### config.mk
export PLATFORM = sky130hd
export DESIGN_NAME = regfile_operand_fetch
export DESIGN_NICKNAME = d
export VERILOG_FILES = /design/src/rtl/regfile_operand_fetch.sv
export SDC_FILE = /design/constraint.sdc
export NUM_CORES = 1
export LEC_CHECK = 0
export BUFFER_PORTS_ARGS = -buffer_cell sky130_fd_sc_hd__buf_2
export CAP_MARGIN = 20
export CORE_AREA = 2 2 139 128
export DETAILED_ROUTE_END_ITERATION = 16
export DIE_AREA = 0 0 141 130
export PLACE_DENSITY = 0.89
export SLEW_MARGIN = 20
export SYNTH_ARGS = -nofsm -noshare
export SYNTH_HDL_FRONTEND = slang
export SYNTH_SLANG_ARGS = --single-unit
### constraint.sdc
create_clock -name clk -period 6 [get_ports clk]
set_input_delay 0 -clock clk [delete_from_list [all_inputs] [get_ports clk]]
set_output_delay 0 -clock clk [all_outputs]
set_load 0.01 [all_outputs]
### src/rtl/regfile_operand_fetch.sv
// Operand fetch stage between decode and execute.
// Drives the register file read ports and aligns the registered read data with
// the accepted request. Writebacks are forwarded into the operands: same-cycle
// writebacks at accept time, and later writebacks while the result is stalled.
module regfile_operand_fetch #(
    parameter int ADDR_WIDTH = 5,
    parameter int DATA_WIDTH = 32,
    parameter int TAG_WIDTH  = 32
) (
    input  logic                  clk,
    input  logic                  rst,
    input  logic                  in_valid,
    output logic                  in_ready,
    input  logic [ADDR_WIDTH-1:0] in_rs1,
    input  logic [ADDR_WIDTH-1:0] in_rs2,
    input  logic [TAG_WIDTH-1:0]  in_tag,
    output logic [ADDR_WIDTH-1:0] rf_raddr1,
    output logic [ADDR_WIDTH-1:0] rf_raddr2,
    input  logic [DATA_WIDTH-1:0] rf_rdata1,
    input  logic [DATA_WIDTH-1:0] rf_rdata2,
    input  logic                  wb_wen,
    input  logic [ADDR_WIDTH-1:0] wb_waddr,
    input  logic [DATA_WIDTH-1:0] wb_wdata,
    output logic                  out_valid,
    input  logic                  out_ready,
    output logic [DATA_WIDTH-1:0] out_src1,
    output logic [DATA_WIDTH-1:0] out_src2,
    output logic [TAG_WIDTH-1:0]  out_tag
);

    typedef enum logic [1:0] {
        IDLE,
        DATA,
        HOLD
    } state_t;

    state_t state;
    state_t nextState;

    logic [ADDR_WIDTH-1:0] rs1Q;
    logic [ADDR_WIDTH-1:0] rs2Q;
    logic [TAG_WIDTH-1:0]  tagQ;
    logic                  byp1Q;
    logic                  byp2Q;
    logic [DATA_WIDTH-1:0] bypData1Q;
    logic [DATA_WIDTH-1:0] bypData2Q;
    logic [DATA_WIDTH-1:0] hold1Q;
    logic [DATA_WIDTH-1:0] hold2Q;

    logic                  accept;
    logic                  fire;
    logic                  wbHitNew1;
    logic                  wbHitNew2;
    logic                  wbHitHeld1;
    logic                  wbHitHeld2;
    logic [DATA_WIDTH-1:0] src1;
    logic [DATA_WIDTH-1:0] src2;

    // Handshakes and read addresses; the in_rs to rf_raddr path must stay
    // combinational so the RF answers in the cycle right after accept.
    always_comb begin
        out_valid = (state != IDLE);
        in_ready  = !rst && ((state == IDLE) || (out_valid && out_ready));
        accept    = in_valid && in_ready;
        fire      = out_valid && out_ready;
        rf_raddr1 = in_ready ? in_rs1 : '0;
        rf_raddr2 = in_ready ? in_rs2 : '0;
    end

    // Writeback matches against the incoming indices and the latched indices;
    // x0 never matches so writes to it are never forwarded.
    always_comb begin
        wbHitNew1  = wb_wen && (wb_waddr == in_rs1) && (in_rs1 != '0);
        wbHitNew2  = wb_wen && (wb_waddr == in_rs2) && (in_rs2 != '0);
        wbHitHeld1 = wb_wen && (wb_waddr == rs1Q) && (rs1Q != '0);
        wbHitHeld2 = wb_wen && (wb_waddr == rs2Q) && (rs2Q != '0);
    end

    // Operand selection: x0 reads zero, then the accept-time bypass, then the
    // freshly returned RF data; in HOLD the local copies are shown.
    always_comb begin
        src1    = '0;
        src2    = '0;
        out_tag = '0;
        case (state)
            DATA: begin
                src1    = (rs1Q == '0) ? '0 : (byp1Q ? bypData1Q : rf_rdata1);
                src2    = (rs2Q == '0) ? '0 : (byp2Q ? bypData2Q : rf_rdata2);
                out_tag = tagQ;
            end
            HOLD: begin
                src1    = hold1Q;
                src2    = hold2Q;
                out_tag = tagQ;
            end
            default: begin
                src1    = '0;
                src2    = '0;
                out_tag = '0;
            end
        endcase
        out_src1 = src1;
        out_src2 = src2;
    end

    // Next-state logic: a new request always lands in DATA; an unaccepted
    // result in DATA moves to HOLD because the RF data is only valid once.
    always_comb begin
        nextState = state;
        case (state)
            IDLE: begin
                if (accept) begin
                    nextState = DATA;
                end
            end
            DATA, HOLD: begin
                if (fire) begin
                    nextState = accept ? DATA : IDLE;
                end else begin
                    nextState = HOLD;
                end
            end
            default: nextState = IDLE;
        endcase
    end

    // State register.
    always_ff @(posedge clk) begin
        if (rst) begin
            state <= IDLE;
        end else begin
            state <= nextState;
        end
    end

    // Request capture: indices, sideband and any writeback landing on the
    // accept edge, which the registered RF read cannot see.
    always_ff @(posedge clk) begin
        if (rst) begin
            rs1Q      <= '0;
            rs2Q      <= '0;
            tagQ      <= '0;
            byp1Q     <= 1'b0;
            byp2Q     <= 1'b0;
            bypData1Q <= '0;
            bypData2Q <= '0;
        end else if (accept) begin
            rs1Q      <= in_rs1;
            rs2Q      <= in_rs2;
            tagQ      <= in_tag;
            byp1Q     <= wbHitNew1;
            byp2Q     <= wbHitNew2;
            bypData1Q <= wbHitNew1 ? wb_wdata : '0;
            bypData2Q <= wbHitNew2 ? wb_wdata : '0;
        end
    end

    // Hold registers: snapshot the shown operands when execute stalls, and
    // keep folding in writebacks to the same sources while stalled.
    always_ff @(posedge clk) begin
        if (rst) begin
            hold1Q <= '0;
            hold2Q <= '0;
        end else if ((state == DATA) && !fire) begin
            hold1Q <= wbHitHeld1 ? wb_wdata : src1;
            hold2Q <= wbHitHeld2 ? wb_wdata : src2;
        end else if ((state == HOLD) && !fire) begin
            if (wbHitHeld1) begin
                hold1Q <= wb_wdata;
            end
            if (wbHitHeld2) begin
                hold2Q <= wb_wdata;
            end
        end
    end

endmodule

Word-level counts from Yosys, hierarchy flattened
Cells that the tools add are included.
- bits in registers: 174
- bits of input ports: 148
- logic and storage cells: 70
- equality and inequality tests: 7
- muxes and demuxes: 23
- reductions and logical operators: 30
- operator list (kind ; count):
    two-way mux 32 bit ; 15
    one-hot mux 32 bit (2 select lines) ; 2
    == test 5 bit ; 4
    nonzero test 5 bit ; 4
    logical AND 1 bit ; 13
    logical NOT 5 bit ; 2
    two-way mux 5 bit ; 2
    nonzero test 2 bit ; 4
    two-way mux 2 bit ; 2
    one-hot mux 2 bit (2 select lines) ; 1
    AND reduction 2 bit ; 2
    == test 2 x 1 -> 1 bit, second input constant ; 1
    == test 2 bit, second input constant ; 1
    logical NOT 1 bit ; 2
    logical NOT 2 bit ; 1
    inequality test 2 bit, second input constant ; 1
    OR reduction 2 bit ; 1
    logical OR 1 bit ; 1
    two-way mux 1 bit ; 1

Logic depth before layout (Yosys ltp)
- depth in word-level cells: 8
- gate-level depth with buffers: 9
- depth with buffers taken out: 7

Worst setup path after synthesis
OpenSTA, ideal clock, no wires.
- path kind: reg-to-reg
- start: register state[0]
- end: register hold2Q[10]
- arrival: 1.930 ns
- data required time: 5.926 ns
- path slack: 3.996 ns
- cell stages (with the launch flop): 10
- buffers on the path: 2
- period minus slack after synthesis: 2.004 ns
- cells stage by stage: dfxtp_1 inv_1 ha_1 nand2b_1 nand2_1 o41ai_4 nand2b_1 buf_4 buf_6 o22ai_2
- longest elaborated chain between the ends: 6
- RTL lines (element ; line ; text):
    from (decl) ; 37 ; state_t state;
    from (signal assigned) ; 132 ; state <= nextState;
    branches (longest 6 deep; another with one-hot mux 32 bit (2 select lines)) ; n/a ;
    to (signal assigned) ; 166 ; hold2Q <= wbHitHeld2 ? wb_wdata : src2;
    to (signal assigned) ; 172 ; hold2Q <= wb_wdata;
    to (decl) ; 48 ; logic [DATA_WIDTH-1:0] hold2Q;
Parallel ways; which one is timed is not known.
A chain may end at the register's enable or synchronous reset.

Final worst setup path
- start: register state[0]
- end: register hold2Q[9]
The elaborated chain is that of the path after synthesis.

==> flow_summary.yaml <==
critical_path:
  worst_setup_path_end_kind: "flip-flop"
  critical_path_arrival_ns: 3.82
  worstRegToRegCells: 8
  critPathMaxFanout: 65
  required_ns: 6.34
  rrSetupSlack_ns: 2.52
  r2r_start: "state[0]$_SDFFE_PP0P_"
  startpoint_type: "flip-flop"
  worstSetupPathType: "reg2reg"
  r2r-end: "hold2Q[9]$_SDFFE_PP0P_"
sta:
  finalHoldViolCount: 0
  period_share_pct: 58.00
  clock.fmax_ghz: 0.2874
  finalCriticalPeriod_ns: 3.480
  final.setup.tns_ns: 0
  worstMarginPinSlew_ns: 1.015
  clock_skew_ns: 0.01015
  setup_violations: 0
  rsz0062_at_grt: "false"
  drv_slew: 0
  slew-limit-headroom_pct: 32.32
floorplan:
  die-width_um: 141
  start_util_pct: 55.43
  core_um2: 17090
  die-area_um2: 18330
  die_h_um: 130
  num_io_pins: 256
  placementRows: 46
yosys:
  yosysSeqAreaShare_pct: 36.76
  syn_inst: 1119
  synth_flop_cell: "dfxtp_1"
  avgSynthCellArea_um2: 8.468
  yosys-top-cells-area: "dfxtp_1, mux2_2, nand2_1, o22ai_1, a22oi_1"
  synth-edff-count: 0
  synth.top_cell.area_share_pct: 36.76
  synth_nets: 1271
  synth_warnings: 0
  ys_async_sr_fraction_pct: 0
  synth.ff_latch_count: 174
  syn_area_um2: 9475
  ys_types: 47
  synth.largest_area_cell: "dfxtp_1"
job:
  drv_cap: 0
grt:
  grt_pass1_vias: 9551
  track_usage_pct: 33.36
  antenna_found_initial: 0
  grt_max_degree: 97
  grt_overflow_total: 0
  grt_pass1_wl_um: 49040
placed_design:
  port_buffers: 255
  postPlaceCellArea_um2: 10690
  place_inst: 1484
  dp_hpwl_um: 18980
  place_congestion: 0.8020
layout:
  instances_no_fill: 1591
  finish.instance_area_um2: 12010
  layout-drive-gt1-share_pct: 29.53
  insertedDiodeCount: 0
  area_growth_pct: 26.78
  fillers: 1196
  regArea_um2: 3488
  final_nets: 1514
  multi_input_area_um2: 5533
power_and_ir_drop:
  p_leak_nw: 4.849
  finalPower_mw: 2.902
  powerDensity_nw_per_um2: 241.6
  ir_worst_vdd_uv: 225.3
detailed_routing:
  routedWlPerCell_um: 19.85
  vias: 9898
  viasPerCell: 6.221
  wirelength_um: 31590
  drc: 0
  ant_nets: 0
  drt_iter0_drc: 1191
  drt-pass1-iter-count: 6
clocking:
  cts_tree: "yes"
  cts.repair.resized: 0
  root_buffer: "clkbuf_16"
  cts_sinks: 174
  clock_latency_ns: 0.43
  clk_path_buf_depth: 2
  path_clk_slew_ns: 0.07
  h-tree-depth: 4
  cts_inserted_buffers: 17
run_status:
  status: "completed"
worst_hold_path:
  min_path_type: "in2reg"
  holdPathEnd: "state[1]$_SDFFE_PP0P_"
  min-delay-start: "in_valid"
  hold_depth: 4
-- worst max-delay path, stage by stage, from the launching register on --
cell and delay [ns]:
dfxtp_1 0.34, inv_1 0.09, ha_2 0.17, buf_4 0.56
nand2_1 0.30, o41ai_4 0.39, buf_4 0.51, nand2b_2 0.59
o22ai_1 0.35
-- Yosys cell counts, types with 3 or more instances --
cell type / number
dfxtp_1: 174
nand2_1: 163
clkbuf_1: 89
o22ai_1: 84
nor2_1: 82
a22oi_1: 64
o211ai_1: 64
mux2_2: 63
a21boi_1: 62
nand2b_1: 55
and2_1: 45
nand3b_1: 33
buf_2: 25
o22ai_2: 20
xnor2_1: 17
a21oi_1: 14
a211oi_1: 10
mux2i_1: 8
a311oi_1: 4
ha_1: 4
inv_1: 3
nand4_1: 3
-- cell families after synthesis --
logic type / share of synthesized area [%]
multiplexers: 8.451
AND/OR/NAND/NOR: 20.26
XOR/XNOR: 1.743
AO/OA/AOI/OAI: 26.85
buffers and inverters: 5.414
flip-flops: 36.76
adder cells (fa/ha/maj): 0.5282
-- worst max-delay path by stage --
stage	slack (ns)	start	cells past startpoint	to
after floorplan	4.00	state[0]$_SDFFE_PP0P_	9	hold2Q[10]$_SDFFE_PP0P_
after global placement	2.80	state[0]$_SDFFE_PP0P_	8	hold2Q[13]$_SDFFE_PP0P_
after detailed placement	2.64	state[0]$_SDFFE_PP0P_	8	hold2Q[9]$_SDFFE_PP0P_
after CTS	2.60	state[0]$_SDFFE_PP0P_	8	hold2Q[9]$_SDFFE_PP0P_
after global routing	2.41	state[0]$_SDFFE_PP0P_	8	hold2Q[5]$_SDFFE_PP0P_
final	2.52	state[0]$_SDFFE_PP0P_	8	hold2Q[9]$_SDFFE_PP0P_
-- metal layers --
metal	GRT usage [%]	wire [um]	up-vias	part of all wire, %
met5	0	0	-	0
met4	12.47	944	0	3.0
met3	9.505	3585	94	11
met2	55.87	14730	671	47
met1	41.36	12320	4634	39
li1	-	-	4499	-
-- registers in the layout, summed over array words and instances (netlist names) --
signal and count:
byp2Q 1, bypData1Q 32, rs2Q 5, state 2, bypData2Q 32, byp1Q 1
hold2Q 32, hold1Q 32, rs1Q 5, tagQ 32
-- power breakdown --
group	leakage [nW]	internal, mW	switching [mW]
clock network	0.284	0.609	0.475
registers	1.42	1.22	0.0452
logic	3.15	0.234	0.319
-- layout by cell type, fill, tap and decap left out, types with 45 or more instances in the layout --
| master | n |
|---|---|
| and2_1 | 45 |
| mux2_2 | 63 |
| dfxtp_1 | 170 |
| dlygate4sd3_1 | 75 |
| buf_2 | 254 |
| o211ai_1 | 64 |
| o22ai_1 | 84 |
| a21boi_1 | 62 |
| nand2b_1 | 54 |
| nand2_1 | 162 |
| nor2_1 | 82 |
| a22oi_1 | 64 |
-- what timing repair did --
action                    CTS  global route
hold buffers               75             0
buffers inserted            0             0
hold endpoints to repair  160             0
-- stage by stage --
stage | hold WS [ns] | util [%] | setup slack (ns)
after floorplan | 0.09895 | - | 3.996
after global placement | 0.1825 | 62.52 | 2.804
after detailed placement | 0.1869 | 62.52 | 2.641
after CTS | 0.05485 | 70.28 | 2.599
after global routing | 0.1325 | 70.28 | 2.408
final | 0.06265 | 70.28 | 2.520
-- area by class of cell --
type | instances | area share [%]
multi-input cells | 822 | 46.06
repair buffers | 344 | 17.77
well taps | 216 | 2.250
clock inverters | 11 | 0.8749
inverters | 3 | 0.09374
clock buffers | 21 | 3.916
flip-flops and latches | 174 | 29.04
Note: power is estimated with default switching activity, not from simulation.
